==> config.mk <==
export PLATFORM = sky130hd
export DESIGN_NAME = maxpool_engine
export DESIGN_NICKNAME = d
export VERILOG_FILES = /design/src/rtl/maxpool_engine.sv
export SDC_FILE = /design/constraint.sdc
export NUM_CORES = 2
export LEC_CHECK = 0
export ABC_AREA = 1
export CAP_MARGIN = 20
export CORE_ASPECT_RATIO = 0.5
export CORE_MARGIN = 1
export CORE_UTILIZATION = 35
export DETAILED_ROUTE_END_ITERATION = 8
export SKIP_LAST_GASP = 1
export SLEW_MARGIN = 40
export SYNTH_ARGS = -nofsm -noshare
export SYNTH_HDL_FRONTEND = slang
export SYNTH_SLANG_ARGS = --single-unit
==> constraint.sdc <==
create_clock -name clk -period 25.1 [get_ports clk]
set_input_delay 6.275 -clock clk [delete_from_list [all_inputs] [get_ports clk]]
set_output_delay 6.275 -clock clk [all_outputs]
set_load 0.01 [all_outputs]
==> src/rtl/maxpool_engine.sv <==
// ============================================================================
//  maxpool_engine
//  Max-pooling layer engine: reads signed feature maps from the shared BRAM,
//  writes the maximum of every dkr x dkc window back. Optional macro: MP_RELU_EN.
//  Revision: 1.0 - initial release
// ============================================================================
`default_nettype none

module maxpool_engine #(
  parameter int WIDTH      = 8,
  parameter int MEMADDRBIT = 17
) (
  input  logic                  clk,
  input  logic                  rst,
  input  logic                  start,
  input  logic [MEMADDRBIT-1:0] di,
  input  logic [MEMADDRBIT-1:0] dr,
  input  logic [MEMADDRBIT-1:0] dc,
  input  logic [MEMADDRBIT-1:0] dkr,
  input  logic [MEMADDRBIT-1:0] dkc,
  input  logic [MEMADDRBIT-1:0] dr_out,
  input  logic [MEMADDRBIT-1:0] dc_out,
  input  logic [2:0]            step,
  input  logic [MEMADDRBIT-1:0] inaddr,
  input  logic [MEMADDRBIT-1:0] outaddr,
  output logic [MEMADDRBIT-1:0] mem_addr,
  output logic                  mem_we,
  output logic [WIDTH-1:0]      mem_wdata,
  input  logic [WIDTH-1:0]      mem_rdata,
  output logic                  busy,
  output logic                  picture_finish
);

  localparam logic [MEMADDRBIT-1:0] c_one = MEMADDRBIT'(1);

  typedef enum logic [2:0] {
    S_IDLE  = 3'd0,
    S_READ  = 3'd1,
    S_LAST  = 3'd2,
    S_WRITE = 3'd3,
    S_DONE  = 3'd4
  } state_t;

  state_t r_state;

  logic [MEMADDRBIT-1:0] r_di, r_dr, r_dc, r_dkr, r_dkc, r_dro, r_dco, r_step;
  logic [MEMADDRBIT-1:0] r_inaddr, r_outaddr;
  logic [MEMADDRBIT-1:0] r_ii, r_or, r_oc, r_kr, r_kc;
  logic signed [WIDTH-1:0] r_acc;
  logic r_vld, r_vfirst;
  logic [MEMADDRBIT-1:0] r_mem_addr;
  logic                  r_mem_we;
  logic [WIDTH-1:0]      r_mem_wdata;
  logic                  r_busy, r_finish;

  logic w_kc_wrap, w_win_last, w_oc_wrap, w_or_wrap, w_ii_wrap, w_out_last;
  logic w_degenerate;
  logic [MEMADDRBIT-1:0] w_nkr, w_nkc, w_noc, w_nor, w_nii;
  logic [MEMADDRBIT-1:0] w_a_ii, w_a_or, w_a_oc, w_a_kr, w_a_kc;
  logic [MEMADDRBIT-1:0] w_row, w_col, w_rd_addr, w_wr_addr;
  logic signed [WIDTH-1:0] w_sample, w_acc_next, w_wval;

  assign w_degenerate = (di == '0) || (dr_out == '0) || (dc_out == '0) ||
                        (dkr == '0) || (dkc == '0);

  assign w_kc_wrap  = (r_kc == r_dkc - c_one);
  assign w_win_last = (r_kr == r_dkr - c_one) && w_kc_wrap;
  assign w_oc_wrap  = (r_oc == r_dco - c_one);
  assign w_or_wrap  = (r_or == r_dro - c_one);
  assign w_ii_wrap  = (r_ii == r_di - c_one);
  assign w_out_last = w_ii_wrap && w_or_wrap && w_oc_wrap;

  assign w_nkr = w_kc_wrap ? r_kr + c_one : r_kr;
  assign w_nkc = w_kc_wrap ? '0 : r_kc + c_one;
  assign w_noc = w_oc_wrap ? '0 : r_oc + c_one;
  assign w_nor = w_oc_wrap ? (w_or_wrap ? '0 : r_or + c_one) : r_or;
  assign w_nii = (w_oc_wrap && w_or_wrap) ? r_ii + c_one : r_ii;

  // One shared read-address unit: WRITE looks ahead to the next output's
  // first window element, READ looks ahead to the next element of this window.
  always_comb begin
    w_a_ii = r_ii;
    w_a_or = r_or;
    w_a_oc = r_oc;
    w_a_kr = w_nkr;
    w_a_kc = w_nkc;
    if (r_state == S_WRITE) begin
      w_a_ii = w_nii;
      w_a_or = w_nor;
      w_a_oc = w_noc;
      w_a_kr = '0;
      w_a_kc = '0;
    end
  end

  assign w_row     = w_a_or * r_step + w_a_kr;
  assign w_col     = w_a_oc * r_step + w_a_kc;
  assign w_rd_addr = r_inaddr + (w_a_ii * r_dr + w_row) * r_dc + w_col;
  assign w_wr_addr = r_outaddr + (r_ii * r_dro + r_or) * r_dco + r_oc;

  assign w_sample   = $signed(mem_rdata);
  assign w_acc_next = (r_vfirst || (w_sample > r_acc)) ? w_sample : r_acc;

`ifdef MP_RELU_EN
  assign w_wval = w_acc_next[WIDTH-1] ? '0 : w_acc_next;
`else
  assign w_wval = w_acc_next;
`endif

  always_ff @(posedge clk or negedge rst) begin
    if (!rst) begin
      r_state     <= S_IDLE;
      r_di        <= '0;
      r_dr        <= '0;
      r_dc        <= '0;
      r_dkr       <= '0;
      r_dkc       <= '0;
      r_dro       <= '0;
      r_dco       <= '0;
      r_step      <= '0;
      r_inaddr    <= '0;
      r_outaddr   <= '0;
      r_ii        <= '0;
      r_or        <= '0;
      r_oc        <= '0;
      r_kr        <= '0;
      r_kc        <= '0;
      r_acc       <= '0;
      r_vld       <= 1'b0;
      r_vfirst    <= 1'b0;
      r_mem_addr  <= '0;
      r_mem_we    <= 1'b0;
      r_mem_wdata <= '0;
      r_busy      <= 1'b0;
      r_finish    <= 1'b0;
    end else begin
      // Read data returns one cycle after its address was issued in READ.
      r_vld    <= (r_state == S_READ);
      r_vfirst <= (r_state == S_READ) && (r_kr == '0) && (r_kc == '0);
      if (r_vld) r_acc <= w_acc_next;
      r_mem_we <= 1'b0;

      case (r_state)
        S_IDLE: begin
          r_mem_addr <= '0;
          if (start) begin
            r_di      <= di;
            r_dr      <= dr;
            r_dc      <= dc;
            r_dkr     <= dkr;
            r_dkc     <= dkc;
            r_dro     <= dr_out;
            r_dco     <= dc_out;
            r_step    <= {{(MEMADDRBIT-3){1'b0}}, step};
            r_inaddr  <= inaddr;
            r_outaddr <= outaddr;
            r_ii      <= '0;
            r_or      <= '0;
            r_oc      <= '0;
            r_kr      <= '0;
            r_kc      <= '0;
            r_busy    <= 1'b1;
            if (w_degenerate) begin
              r_state  <= S_DONE;
              r_finish <= 1'b1;
            end else begin
              r_state    <= S_READ;
              r_mem_addr <= inaddr;
            end
          end
        end
        S_READ: begin
          if (w_win_last) begin
            r_state <= S_LAST;
          end else begin
            r_kr       <= w_nkr;
            r_kc       <= w_nkc;
            r_mem_addr <= w_rd_addr;
          end
        end
        S_LAST: begin
          r_state     <= S_WRITE;
          r_mem_we    <= 1'b1;
          r_mem_addr  <= w_wr_addr;
          r_mem_wdata <= w_wval;
        end
        S_WRITE: begin
          if (w_out_last) begin
            r_state    <= S_DONE;
            r_mem_addr <= '0;
          end else begin
            r_state    <= S_READ;
            r_ii       <= w_nii;
            r_or       <= w_nor;
            r_oc       <= w_noc;
            r_kr       <= '0;
            r_kc       <= '0;
            r_mem_addr <= w_rd_addr;
          end
        end
        S_DONE: begin
          // The pulse is raised once; the following cycle drops busy as well.
          if (r_finish) begin
            r_finish <= 1'b0;
            r_busy   <= 1'b0;
            r_state  <= S_IDLE;
          end else begin
            r_finish <= 1'b1;
          end
        end
        default: r_state <= S_IDLE;
      endcase
    end
  end

  assign mem_addr       = r_mem_addr;
  assign mem_we         = r_mem_we;
  assign mem_wdata      = r_mem_wdata;
  assign busy           = r_busy;
  assign picture_finish = r_finish;

endmodule

`default_nettype wire

==> out/metrics.yaml <==
run_status:
  outcome: "finished clean"
die:
  io_pins: 195
  core_area_um2: 115000
  die_x_um: 485
  rows: 88
  die_h_um: 243
  initial_core_util: 0.353
  die-area_um2: 118000
routing:
  final_antenna_net_count: 0
  drc: 0
  drt_first_iter_violations: 2520
  dr_total_vias: 33700
  viasPerCell: 4.79
  wl_per_cell_um: 17.8
  first_pass_iters: 6
  routed_wl_um: 125000
clocking:
  cts_root_buffer: "clkbuf_16"
  htree_num_levels: 2
  cts_setup_buffers: 0
  cts_buffer_depth: 3
  cts_buffers: 37
  cts_tree: "yes"
  cts.sinks: 282
  post_cts_resize_count: 0
  hold_buffers: 0
  clk_latency_ns: 0.59
  clk_pin_slew_ns: 0.06
synthesis:
  yosysUniqueCellTypes: 62
  netlist_instances: 5385
  synth-simple-area-share: 0.220
  ys_ff_latch: 282
  yosysTopAreaCellShare: 0.268
  synthMuxAreaShare: 0
  yosys.area_share.xor_xnor: 0.0584
  synthTopCellsByCount: "1,333 x nand2_1, 1,233 x inv_1, 545 x fa_1"
  yosys.area.top_type: "fa_1"
  yosysMostFrequentCell: "nand2_1"
  synth_top_family_by_area: "adder cells"
  synth_compound_area_frac: 0.0624
  synth.yosys.seq_area_share: 0.173
  synthArstFlopShare: 1.00
  synth.area.top_cells: "fa_1 27%, dfrtp_1 17%, nand2_1 12%"
  synth-edff-count: 0
  synth_adder_area_share: 0.350
  synth_ff_type: "dfrtp_1"
  syn_area_per_cell_um2: 7.57
  ys_warn_count: 0
  syn-num-nets: 6365
  syn_area_um2: 40700
global_route:
  grt_max_degree: 206
  grt_pass1_vias: 33600
  grt_usage: 0.216
  antenna_found_initial: 0
  gr-total-overflow: 0
  grt_pass1_wl_um: 197000
worst_setup_path:
  regToRegSetupSlack_ns: 10.46
  r2r_start: "r_dco[1]"
  path_common_cell: "inv_1"
  required_ns: 25.57
  cpPeakStageDelay_ns: 0.67
  worstReg2RegEnd: "mem_addr[16]"
  slowest_stage: "nor3_4"
  cpLargestDelayFamily: "adder cells"
  timing.critical_path.buf_inv: 15
  crit_fanout: 13
  critPathLaunchType: "flip-flop"
  path_depth: 67
  path_class: "flip-flop to flip-flop"
  crit_path_end_kind: "flip-flop"
  arrival_ns: 15.12
  rr_worst_depth: 67
power_and_ir_drop:
  finalPower_mw: 2.85
  ir_drop_v: 0.0000488
  leakagePower_nw: 22.9
  cellPowerDensity_nw_per_um2: 62.6
placement:
  place_congestion: 0.946
  hpwl_um: 101000
  io_buffers: 194
min_path:
  min_from: "r_dc[16]"
  holdPathEnd: "r_dc[16]"
  hp-class: "flip-flop to flip-flop"
  hold_depth: 2
timing:
  setup_viol: 0
  finalCriticalPeriod_ns: 14.64
  setup_tns_ns: 0
  hold_viol: 0
  final_max_slew_viol_count: 0
  clock_skew_ns: 0.0251
  worst_pin_slew_ns: 0.934
  rsz0062_at_grt: "false"
  fmax_mhz: 68.3
  slew_headroom: 0.377
  finalCritPeriodShare: 0.583
job:
  cap_violations: 0
layout:
  areaGrowthSynthToFinish_pct: 11.6
  layout-drive-gt1-share: 0.0408
  nNetsFinal: 6444
  n_fill_cell: 12000
## logic make-up (layout without fill, tap and decap cells)
| kind of cell | Yosys count | after routing |
|---|---|---|
| DFF | 282 | 282 |
| adders and majority gates | 813 | 813 |
| AOI/OAI and AO/OA | 451 | 451 |
| buffers and inverters | 1448 | 1554 |
| xor gates and xnor gates | 268 | 268 |
| other | 0 | 1 |
| and+or+nand+nor | 2123 | 2123 |
## report_power, final
part           internal [mW]  switching [mW]  leakage, nW
sequential             0.606           0.281         3.63
clock                  0.360           0.236        0.641
combinational          0.478           0.884         18.6
## worst max path at each step
stage / slack, ns / start / to
5_1_grt: 9.45 / r_dco[1] / mem_addr[16]
2_1_floorplan: 12.24 / r_dco[0] / mem_addr[16]
6_report: 10.46 / r_dco[1] / mem_addr[16]
4_1_cts: 10.52 / r_dco[1] / mem_addr[16]
3_5_place_dp: 10.54 / r_dco[1] / mem_addr[16]
3_3_place_gp: 10.69 / r_dco[1] / mem_addr[16]
## cells in the final DEF, fill, tap and decap left out, drive strengths merged, types with 32 or more instances in the layout
| cell type | synthesis | final |
|---|---|---|
| buf | 42 | 34 |
| or2 | 35 | 35 |
| nor3 | 40 | 40 |
| dfrtp | 282 | 282 |
| inv | 1252 | 1254 |
| a21oi | 68 | 68 |
| clkbuf | 145 | 46 |
| nand4 | 56 | 56 |
| xnor2 | 86 | 86 |
| xor2 | 181 | 181 |
| nand2 | 1351 | 1351 |
| o21ai | 293 | 293 |
| nand3 | 197 | 197 |
| ha | 268 | 268 |
| nor2 | 377 | 377 |
| fa | 545 | 545 |
| clkdlybuf4s50 | 0 | 193 |
| o22ai | 32 | 32 |
| nor4 | 43 | 43 |
## stage by stage
stage | utilization | hold slack, ns | instances | cell area, um2 | setup WS (ns)
floorplan | - | 0.442 | 5385 | 40700 | 12.24
global placement | 0.382 | 0.465 | 6953 | 44100 | 10.69
detailed placement | 0.382 | 0.463 | 6954 | 44100 | 10.54
CTS | 0.394 | 0.479 | 7020 | 45500 | 10.52
global route | 0.394 | 0.506 | 7021 | 45500 | 9.45
finish | 0.394 | 0.478 | 7022 | 45500 | 10.46
## worst min-delay path: stages, from the launching register on
cell     delay [ns]
dfrtp_1        0.35
nand2_1        0.05
nand2_1        0.05
## area by class of cell
type	instances	area, um2	area share
multi-input combinational	3655	28200	0.620
timing repair buffer	227	2250	0.0496
antenna	1	2.50	0.0000550
clock buffer	46	1050	0.0231
inverter	1261	4740	0.104
sequential	282	7060	0.155
clock inverter	20	270	0.00594
tap	1530	1910	0.0421
## metal layers
metal  vias to the layer above  wire length (um)  share of wire  GRT usage
li1                      16300                 -              -          -
met1                     16300             58800           0.47      0.310
met2                       946             56200           0.45      0.344
met3                       117              7500          0.060     0.0282
met4                         0              2490          0.020     0.0473
met5                         -                 0              0          0
## flip-flops by register name, indices dropped and copies added, names as in the netlist, 17 cells and up
signal and count:
mem_addr 17, r_dc 17, r_dco 17, r_di 17, r_dkc 17, r_dkr 17, r_dr 17, r_dro 17
r_ii 17, r_inaddr 17, r_kc 17, r_kr 17, r_oc 17, r_or 17, r_outaddr 17
No activity file was read; power rests on OpenSTA's default activity.
